File: src/rtl/mem_arbiter_pkg.sv
// Shared types and sizing for the I-cache/D-cache memory port arbiter.
package mem_arbiter_pkg;
    localparam int unsigned MEM_ADDR_BITS = 28;
    localparam int unsigned MEM_DATA_BITS = 128;
    localparam int unsigned MEM_MASK_BITS = MEM_DATA_BITS / 8;
    localparam int unsigned READ_BEATS    = 4;
    localparam logic [1:0]  LastBeat      = 2'(READ_BEATS - 1);

    typedef enum logic [1:0] {
        StIdle   = 2'd0,
        StWrWait = 2'd1,
        StRdResp = 2'd2
    } state_e;

    typedef enum logic {
        ClIc = 1'b0,
        ClDc = 1'b1
    } client_e;
endpackage

File: src/rtl/mem_arbiter_if.sv
// Request/write-data/read-response bundle shared by the cache clients and the memory port.
interface mem_arbiter_if;
    import mem_arbiter_pkg::*;

    logic                     req_valid;
    logic                     req_ready;
    logic [MEM_ADDR_BITS-1:0] req_addr;
    logic                     req_rw;
    logic                     data_valid;
    logic                     data_ready;
    logic [MEM_DATA_BITS-1:0] data_bits;
    logic [MEM_MASK_BITS-1:0] data_mask;
    logic                     resp_valid;
    logic [MEM_DATA_BITS-1:0] resp_data;

    // master issues requests (cache side, or the arbiter toward memory)
    modport master (
        output req_valid, req_addr, req_rw, data_valid, data_bits, data_mask,
        input  req_ready, data_ready, resp_valid, resp_data
    );

    modport slave (
        input  req_valid, req_addr, req_rw, data_valid, data_bits, data_mask,
        output req_ready, data_ready, resp_valid, resp_data
    );
endinterface

File: src/rtl/mem_arbiter_pick.sv
// Combinational grant picker; MEM_ARB_RR_EN selects round-robin ties, else D-cache wins ties.
module mem_arbiter_pick
    import mem_arbiter_pkg::*;
(
    input  logic    i_ic_valid,
    input  logic    i_dc_valid,
    input  client_e i_rr_ptr,
    output client_e o_grant
);
`ifndef MEM_ARB_RR_EN
    logic w_unused_ptr;
    assign w_unused_ptr = i_rr_ptr;
`endif

    always_comb begin
        o_grant = ClDc;
        if (i_ic_valid && i_dc_valid) begin
`ifdef MEM_ARB_RR_EN
            o_grant = i_rr_ptr;
`else
            o_grant = ClDc;
`endif
        end else if (i_ic_valid) begin
            o_grant = ClIc;
        end
    end
endmodule

File: src/rtl/mem_arbiter.sv
// Shares one memory port between I-cache and D-cache: one transaction at a time, 4-beat reads.
// Optional MEM_ARB_RR_EN: round-robin tie breaking instead of fixed D-cache priority.
module mem_arbiter
    import mem_arbiter_pkg::*;
(
    input  logic          clk,
    input  logic          reset,
    mem_arbiter_if.slave  io_ic,
    mem_arbiter_if.slave  io_dc,
    mem_arbiter_if.master io_mem
);
    state_e     r_state;
    client_e    r_owner;
    logic       r_req_done;
    logic       r_data_done;
    logic [1:0] r_beat_cnt;
    client_e    w_rr_ptr;
    client_e    w_pick;
    client_e    w_sel;

`ifdef MEM_ARB_RR_EN
    client_e r_rr_ptr;
    assign w_rr_ptr = r_rr_ptr;
`else
    assign w_rr_ptr = ClIc;
`endif

    mem_arbiter_pick u_pick (
        .i_ic_valid (io_ic.req_valid),
        .i_dc_valid (io_dc.req_valid),
        .i_rr_ptr   (w_rr_ptr),
        .o_grant    (w_pick)
    );

    // Outside IDLE only the latched owner is forwarded.
    assign w_sel = (r_state == StIdle) ? w_pick : r_owner;

    logic w_sel_req_valid, w_sel_rw, w_sel_data_valid;
    assign w_sel_req_valid  = (w_sel == ClDc) ? io_dc.req_valid  : io_ic.req_valid;
    assign w_sel_rw         = (w_sel == ClDc) ? io_dc.req_rw     : io_ic.req_rw;
    assign w_sel_data_valid = (w_sel == ClDc) ? io_dc.data_valid : io_ic.data_valid;

    assign io_mem.req_addr  = (w_sel == ClDc) ? io_dc.req_addr  : io_ic.req_addr;
    assign io_mem.req_rw    = w_sel_rw;
    assign io_mem.data_bits = (w_sel == ClDc) ? io_dc.data_bits : io_ic.data_bits;
    assign io_mem.data_mask = (w_sel == ClDc) ? io_dc.data_mask : io_ic.data_mask;

    logic w_mem_req_valid, w_mem_data_valid;
    always_comb begin
        w_mem_req_valid  = 1'b0;
        w_mem_data_valid = 1'b0;
        if (!reset) begin
            unique case (r_state)
                StIdle: begin
                    w_mem_req_valid  = w_sel_req_valid;
                    w_mem_data_valid = w_sel_req_valid & w_sel_rw & w_sel_data_valid;
                end
                StWrWait: begin
                    w_mem_req_valid  = w_sel_req_valid & ~r_req_done;
                    w_mem_data_valid = w_sel_data_valid & ~r_data_done;
                end
                default: ;
            endcase
        end
    end

    assign io_mem.req_valid  = w_mem_req_valid;
    assign io_mem.data_valid = w_mem_data_valid;

    logic w_req_hs, w_data_hs, w_resp_fire;
    assign w_req_hs    = w_mem_req_valid & io_mem.req_ready;
    assign w_data_hs   = w_mem_data_valid & io_mem.data_ready;
    assign w_resp_fire = ~reset & (r_state == StRdResp) & io_mem.resp_valid;

    assign io_ic.req_ready  = w_req_hs & (w_sel == ClIc);
    assign io_dc.req_ready  = w_req_hs & (w_sel == ClDc);
    assign io_ic.data_ready = w_data_hs & (w_sel == ClIc);
    assign io_dc.data_ready = w_data_hs & (w_sel == ClDc);
    assign io_ic.resp_valid = w_resp_fire & (r_owner == ClIc);
    assign io_dc.resp_valid = w_resp_fire & (r_owner == ClDc);
    assign io_ic.resp_data  = io_mem.resp_data;
    assign io_dc.resp_data  = io_mem.resp_data;

    always_ff @(posedge clk) begin
        if (reset) begin
            r_state     <= StIdle;
            r_owner     <= ClIc;
            r_req_done  <= 1'b0;
            r_data_done <= 1'b0;
            r_beat_cnt  <= 2'd0;
`ifdef MEM_ARB_RR_EN
            r_rr_ptr    <= ClIc;
`endif
        end else begin
            unique case (r_state)
                StIdle: begin
                    if (w_req_hs && !w_sel_rw) begin
                        r_owner    <= w_sel;
                        r_beat_cnt <= 2'd0;
                        r_state    <= StRdResp;
                    end else if (w_req_hs && w_data_hs) begin
`ifdef MEM_ARB_RR_EN
                        r_rr_ptr <= client_e'(~w_sel);
`endif
                    end else if (w_req_hs || w_data_hs) begin
                        r_owner     <= w_sel;
                        r_req_done  <= w_req_hs;
                        r_data_done <= w_data_hs;
                        r_state     <= StWrWait;
                    end
                end
                StWrWait: begin
                    if ((r_req_done || w_req_hs) && (r_data_done || w_data_hs)) begin
                        r_req_done  <= 1'b0;
                        r_data_done <= 1'b0;
                        r_state     <= StIdle;
`ifdef MEM_ARB_RR_EN
                        r_rr_ptr    <= client_e'(~w_sel);
`endif
                    end else begin
                        r_req_done  <= r_req_done | w_req_hs;
                        r_data_done <= r_data_done | w_data_hs;
                    end
                end
                StRdResp: begin
                    if (io_mem.resp_valid) begin
                        r_beat_cnt <= r_beat_cnt + 2'd1;
                        if (r_beat_cnt == LastBeat) begin
                            r_state <= StIdle;
`ifdef MEM_ARB_RR_EN
                            r_rr_ptr <= client_e'(~w_sel);
`endif
                        end
                    end
                end
                default: r_state <= StIdle;
            endcase
        end
    end
endmodule

File: src/flat_wrapper.sv
// flat-port wrapper written by rule: the top's interface ports become plain ports
module mem_arbiter_flat import mem_arbiter_pkg::*;
  (clk, reset, io_ic_req_valid, io_ic_req_addr, io_ic_req_rw, io_ic_data_valid, io_ic_data_bits, io_ic_data_mask, io_ic_req_ready, io_ic_data_ready, io_ic_resp_valid, io_ic_resp_data, io_dc_req_valid, io_dc_req_addr, io_dc_req_rw, io_dc_data_valid, io_dc_data_bits, io_dc_data_mask, io_dc_req_ready, io_dc_data_ready, io_dc_resp_valid, io_dc_resp_data, io_mem_req_valid, io_mem_req_addr, io_mem_req_rw, io_mem_data_valid, io_mem_data_bits, io_mem_data_mask, io_mem_req_ready, io_mem_data_ready, io_mem_resp_valid, io_mem_resp_data);
  mem_arbiter_if io_ic_i ();
  mem_arbiter_if io_dc_i ();
  mem_arbiter_if io_mem_i ();
  input  logic clk;
  input  logic reset;
  input wire logic [$bits(io_ic_i.req_valid)-1:0] io_ic_req_valid;
  input wire logic [$bits(io_ic_i.req_addr)-1:0] io_ic_req_addr;
  input wire logic [$bits(io_ic_i.req_rw)-1:0] io_ic_req_rw;
  input wire logic [$bits(io_ic_i.data_valid)-1:0] io_ic_data_valid;
  input wire logic [$bits(io_ic_i.data_bits)-1:0] io_ic_data_bits;
  input wire logic [$bits(io_ic_i.data_mask)-1:0] io_ic_data_mask;
  output wire logic [$bits(io_ic_i.req_ready)-1:0] io_ic_req_ready;
  output wire logic [$bits(io_ic_i.data_ready)-1:0] io_ic_data_ready;
  output wire logic [$bits(io_ic_i.resp_valid)-1:0] io_ic_resp_valid;
  output wire logic [$bits(io_ic_i.resp_data)-1:0] io_ic_resp_data;
  input wire logic [$bits(io_dc_i.req_valid)-1:0] io_dc_req_valid;
  input wire logic [$bits(io_dc_i.req_addr)-1:0] io_dc_req_addr;
  input wire logic [$bits(io_dc_i.req_rw)-1:0] io_dc_req_rw;
  input wire logic [$bits(io_dc_i.data_valid)-1:0] io_dc_data_valid;
  input wire logic [$bits(io_dc_i.data_bits)-1:0] io_dc_data_bits;
  input wire logic [$bits(io_dc_i.data_mask)-1:0] io_dc_data_mask;
  output wire logic [$bits(io_dc_i.req_ready)-1:0] io_dc_req_ready;
  output wire logic [$bits(io_dc_i.data_ready)-1:0] io_dc_data_ready;
  output wire logic [$bits(io_dc_i.resp_valid)-1:0] io_dc_resp_valid;
  output wire logic [$bits(io_dc_i.resp_data)-1:0] io_dc_resp_data;
  output wire logic [$bits(io_mem_i.req_valid)-1:0] io_mem_req_valid;
  output wire logic [$bits(io_mem_i.req_addr)-1:0] io_mem_req_addr;
  output wire logic [$bits(io_mem_i.req_rw)-1:0] io_mem_req_rw;
  output wire logic [$bits(io_mem_i.data_valid)-1:0] io_mem_data_valid;
  output wire logic [$bits(io_mem_i.data_bits)-1:0] io_mem_data_bits;
  output wire logic [$bits(io_mem_i.data_mask)-1:0] io_mem_data_mask;
  input wire logic [$bits(io_mem_i.req_ready)-1:0] io_mem_req_ready;
  input wire logic [$bits(io_mem_i.data_ready)-1:0] io_mem_data_ready;
  input wire logic [$bits(io_mem_i.resp_valid)-1:0] io_mem_resp_valid;
  input wire logic [$bits(io_mem_i.resp_data)-1:0] io_mem_resp_data;
  assign io_ic_i.req_valid = io_ic_req_valid;
  assign io_ic_i.req_addr = io_ic_req_addr;
  assign io_ic_i.req_rw = io_ic_req_rw;
  assign io_ic_i.data_valid = io_ic_data_valid;
  assign io_ic_i.data_bits = io_ic_data_bits;
  assign io_ic_i.data_mask = io_ic_data_mask;
  assign io_ic_req_ready = io_ic_i.req_ready;
  assign io_ic_data_ready = io_ic_i.data_ready;
  assign io_ic_resp_valid = io_ic_i.resp_valid;
  assign io_ic_resp_data = io_ic_i.resp_data;
  assign io_dc_i.req_valid = io_dc_req_valid;
  assign io_dc_i.req_addr = io_dc_req_addr;
  assign io_dc_i.req_rw = io_dc_req_rw;
  assign io_dc_i.data_valid = io_dc_data_valid;
  assign io_dc_i.data_bits = io_dc_data_bits;
  assign io_dc_i.data_mask = io_dc_data_mask;
  assign io_dc_req_ready = io_dc_i.req_ready;
  assign io_dc_data_ready = io_dc_i.data_ready;
  assign io_dc_resp_valid = io_dc_i.resp_valid;
  assign io_dc_resp_data = io_dc_i.resp_data;
  assign io_mem_req_valid = io_mem_i.req_valid;
  assign io_mem_req_addr = io_mem_i.req_addr;
  assign io_mem_req_rw = io_mem_i.req_rw;
  assign io_mem_data_valid = io_mem_i.data_valid;
  assign io_mem_data_bits = io_mem_i.data_bits;
  assign io_mem_data_mask = io_mem_i.data_mask;
  assign io_mem_i.req_ready = io_mem_req_ready;
  assign io_mem_i.data_ready = io_mem_data_ready;
  assign io_mem_i.resp_valid = io_mem_resp_valid;
  assign io_mem_i.resp_data = io_mem_resp_data;
  mem_arbiter u_core (.clk(clk), .reset(reset), .io_ic(io_ic_i), .io_dc(io_dc_i), .io_mem(io_mem_i));
endmodule
File: config.mk
export PLATFORM = sky130hd
export DESIGN_NAME = mem_arbiter_flat
export DESIGN_NICKNAME = d
export VERILOG_FILES = /design/src/rtl/mem_arbiter_pkg.sv /design/src/rtl/mem_arbiter_if.sv /design/src/rtl/mem_arbiter_pick.sv /design/src/rtl/mem_arbiter.sv /design/src/flat_wrapper.sv
export SDC_FILE = /design/constraint.sdc
export NUM_CORES = 1
export LEC_CHECK = 0
export ABC_CLOCK_PERIOD_IN_PS = 2500
export BUFFER_PORTS_ARGS = -buffer_cell sky130_fd_sc_hd__buf_4
export CAP_MARGIN = 20
export CORE_AREA = 2 2 359 361
export CTS_BUF_LIST = sky130_fd_sc_hd__clkbuf_16
export DETAILED_ROUTE_END_ITERATION = 7
export DIE_AREA = 0 0 361 363
export PLACE_DENSITY = 0.3
export SYNTH_ARGS = -nofsm -noshare
export SYNTH_HDL_FRONTEND = slang
export SYNTH_SLANG_ARGS = --single-unit
File: constraint.sdc
create_clock -name clk -period 2.5 [get_ports clk]
set_clock_uncertainty 0.1 [all_clocks]
set_input_delay 0 -clock clk [delete_from_list [all_inputs] [get_ports clk]]
set_output_delay 0 -clock clk [all_outputs]
set_load 0.05 [all_outputs]
==> impl_results.md <==
* Outcome: completed
* Total power at 7250 µW
* FF-to-FF setup slack at 0.23 ns
* Crit path kind: flop to output pin
* Final count of hold timing violations at 0
* WL/cell at 22.5 µm
* Final setup violation count at 0
* Seq/Total Area, Yosys at 3.00%
* Final instance area at 10800 µm²
* Worst slew pin tran at 1.26 ns
* # IOs at 920
* Top cell by count, worst path: buf_6
* Clock-pin slew on the worst setup and hold paths at 0.04 ns
* CP max FO at 11
* Slew margin rel. at 15.6%
* Die area at 131000 µm²
* Clock buffer depth at 2
* Sw Share at 70.9%
* Final Max Slew Viols at 0
* Largest net degree at the start of global routing at 82
* Via count at 6931
* Via-to-Cell Ratio at 2.35
* Hold/Removal Path Class: input pin to flop
* Initial Utilization at 3.68%
* Area growth syn-to-layout at 131%
* # DRC at 0
* Row count at 131
* Switch Pwr at 5140 µW
* Commonest non-fill, non-tap cell in the layout: buf_4
* Total CTS buffers at 3
* RePlAce Congestion at 0.768
* Setup TNS at 0 ns
* Critical path launch point type: flop
* Most frequent cells in the layout: 550 x buf_4, 517 x nand2_1, 89 x dlygate4sd3_1, 49 x buf_12, 10 x a21oi_1
* Slowest cell delay on critical path at 0.59 ns
* Overflow after GRT at 0
* Worst hold slack at 0.00451 ns
* Peak supply drop at 0.000207 V
* Finished Core Util at 8.51%
* Global routing usage on met3 at 4.53%
* Critical path's top delay family: simple AND/OR/NAND/NOR gates
* CORE AREA at 127000 µm²
* Initial DRC Count at 266
* Lkg Pwr at 0.00528 µW
* Gr busiest metal: met2
* First-pass GRT wire length at 80400 µm
* Period utilisation layout at 95.9%
* Synthesized instance count at 894
* Worst Setup End Kind: output pin
* Number of I/O port buffers at 535
* DRT Pass-1 Iters at 5
* Worst skew pair latency at 0.23 ns
* Comb power frac at 94.3%
* Slowest library cell on the worst path: or4b_4
* Distinct cells, synth at 43
* Initial antenna violation count at 15
* Met1 usage at 12.1%
* Register share of total power at 1.8%
* Final net count at 1775
* Internal at 2110 µW
* CP arrival at 2.30 ns
* Achievable Freq at 417 MHz
* Die X at 361 µm
* Max Cap Viol at 0
* Post-DP HPWL at 60300 µm
* Synth Cell Area at 4670 µm²
* Synth Warn # at 0
* Tmin final at 2.40 ns
* H-tree levels at 1
* DRT antenna net count at 0
* CTS tree: built
* Fillers at 15100
* Clk sinks at 7
* Final wirelength at 66400 µm
* Root Buffer: clkbuf_16
* Crit path buf inv count at 2
* Crit path cell chain: or4b_4 -> a211o_1 -> a21oi_2 -> buf_6 -> o21ai_1 -> nor2_1 -> buf_6
* Mapped Nets at 1378
* Vias in the first global route at 7205
* Share of cells above drive strength 1 at 48.3%
* Pwr Density at 671 nW/µm²
* GRT Util Overall at 9.46%
* Global Route met2 Usage at 14.9%
* Average cell area after synthesis at 5.22 µm²
* Seq cells post-synth at 7
* Req. time, crit path at 2.40 ns
* RSZ-0062 raised after global routing: true
* Die height at 363 µm
* Placed cell areas at 8960 µm²
* Clock power frac at 3.9%
==> final cells by class <==
class | count | area [µm²] | share of cell area [%]
diodes | 2 | 5.00 | 0.0463
clock buffers | 3 | 75.1 | 0.695
clock inverters | 1 | 3.75 | 0.0347
inverters | 4 | 17.5 | 0.162
multi-input cells | 584 | 2430 | 22.5
flip-flops and latches | 7 | 141 | 1.31
well taps | 1662 | 2080 | 19.2
repair buffers | 691 | 6050 | 56.0
==> registers in the layout, indices dropped and copies added (netlist names) <==
name                cells
u_core.r_req_done       1
u_core.r_beat_cnt       2
u_core.r_state          2
u_core.r_owner          1
u_core.r_data_done      1
==> stage by stage <==
stage          setup WS (ns)  cells
2_1_floorplan          0.138    894
3_3_place_gp          0.0992   2817
3_5_place_dp           0.122   2817
4_1_cts               0.0130   2951
5_1_grt             -0.00407   2952
6_report               0.102   2954
==> final timing paths <==
check,start,end,depth (start not counted)
hold / removal,reset,u_core.r_state[1]$_SDFFE_PP0P_,3
setup reg to reg,u_core.r_state[0]$_SDFFE_PP0P_,u_core.r_owner$_SDFFE_PP0P_,7
hold reg to reg,u_core.r_beat_cnt[1]$_SDFFE_PP0P_,u_core.r_beat_cnt[1]$_SDFFE_PP0P_,2
setup / recovery,u_core.r_state[0]$_SDFFE_PP0P_,io_ic_data_ready,7
==> worst min-delay path: cells and delay by family <==
kind | cells | cell delay (ns)
compound gates | 2 | 0.17
buf+inv | 1 | 0.13
==> routing by layer <==
metal  part of all wire, %  wire [µm]
met5                 0.069         46
met1                    43      28800
met4                  0.77        513
met3                    11       7590
met2                    44      29400
==> Yosys cell counts (all sizes together) <==
library cell | number | area share (%)
mux2i | 1 | 0.21
nand3 | 4 | 0.70
o31a | 1 | 0.21
or4b | 2 | 0.51
o31ai | 1 | 0.16
or2 | 1 | 0.13
nand2b | 2 | 0.27
or3 | 1 | 0.13
nor4 | 1 | 0.13
nand2 | 519 | 42
nand4 | 2 | 0.27
a211oi | 3 | 0.59
ha | 1 | 0.27
inv | 4 | 0.38
xnor2 | 1 | 0.19
nor4b | 2 | 0.38
nor3 | 1 | 0.11
a21o | 1 | 0.19
buf | 261 | 42
nor2 | 10 | 0.80
a211o | 4 | 0.78
and2 | 1 | 0.19
o21ai | 7 | 0.75
o21ba | 1 | 0.21
a311o | 1 | 0.21
clkbuf | 38 | 3.3
o21bai | 1 | 0.16
o32ai | 1 | 0.19
a21oi | 13 | 1.6
o311ai | 1 | 0.19
dfxtp | 7 | 3.0
==> timing repair <==
item                                    4_1_cts  5_1_grt
hold endpoints to repair                    262        0
pin swaps                                     0        1
endpoints found under the setup margin        1        5
gates resized for setup                       1        5
hold buffers                                130        0
setup buffers                                 0        0
==> power by group through the flow <==
stage	combinational, µW	sequential (µW)	clock (µW)
finish	6830	131	282
global route	7230	133	288
CTS	7040	130	288
floorplan	4160	130	0
detailed placement	5820	131	0
global placement	5820	132	0
==> logic make-up after synthesis <==
| group | count (synthesis) | synth area share [%] |
|---|---|---|
| XOR/XNOR | 1 | 0.188 |
| adder cells (fa/ha/maj) | 1 | 0.268 |
| AND/OR/NAND/NOR | 546 | 45.5 |
| multiplexers | 1 | 0.214 |
| AO/OA/AOI/OAI | 35 | 5.20 |
| buffers and inverters | 303 | 45.6 |
| flip-flops | 7 | 3.00 |
Power figures use the tool's default switching activity.
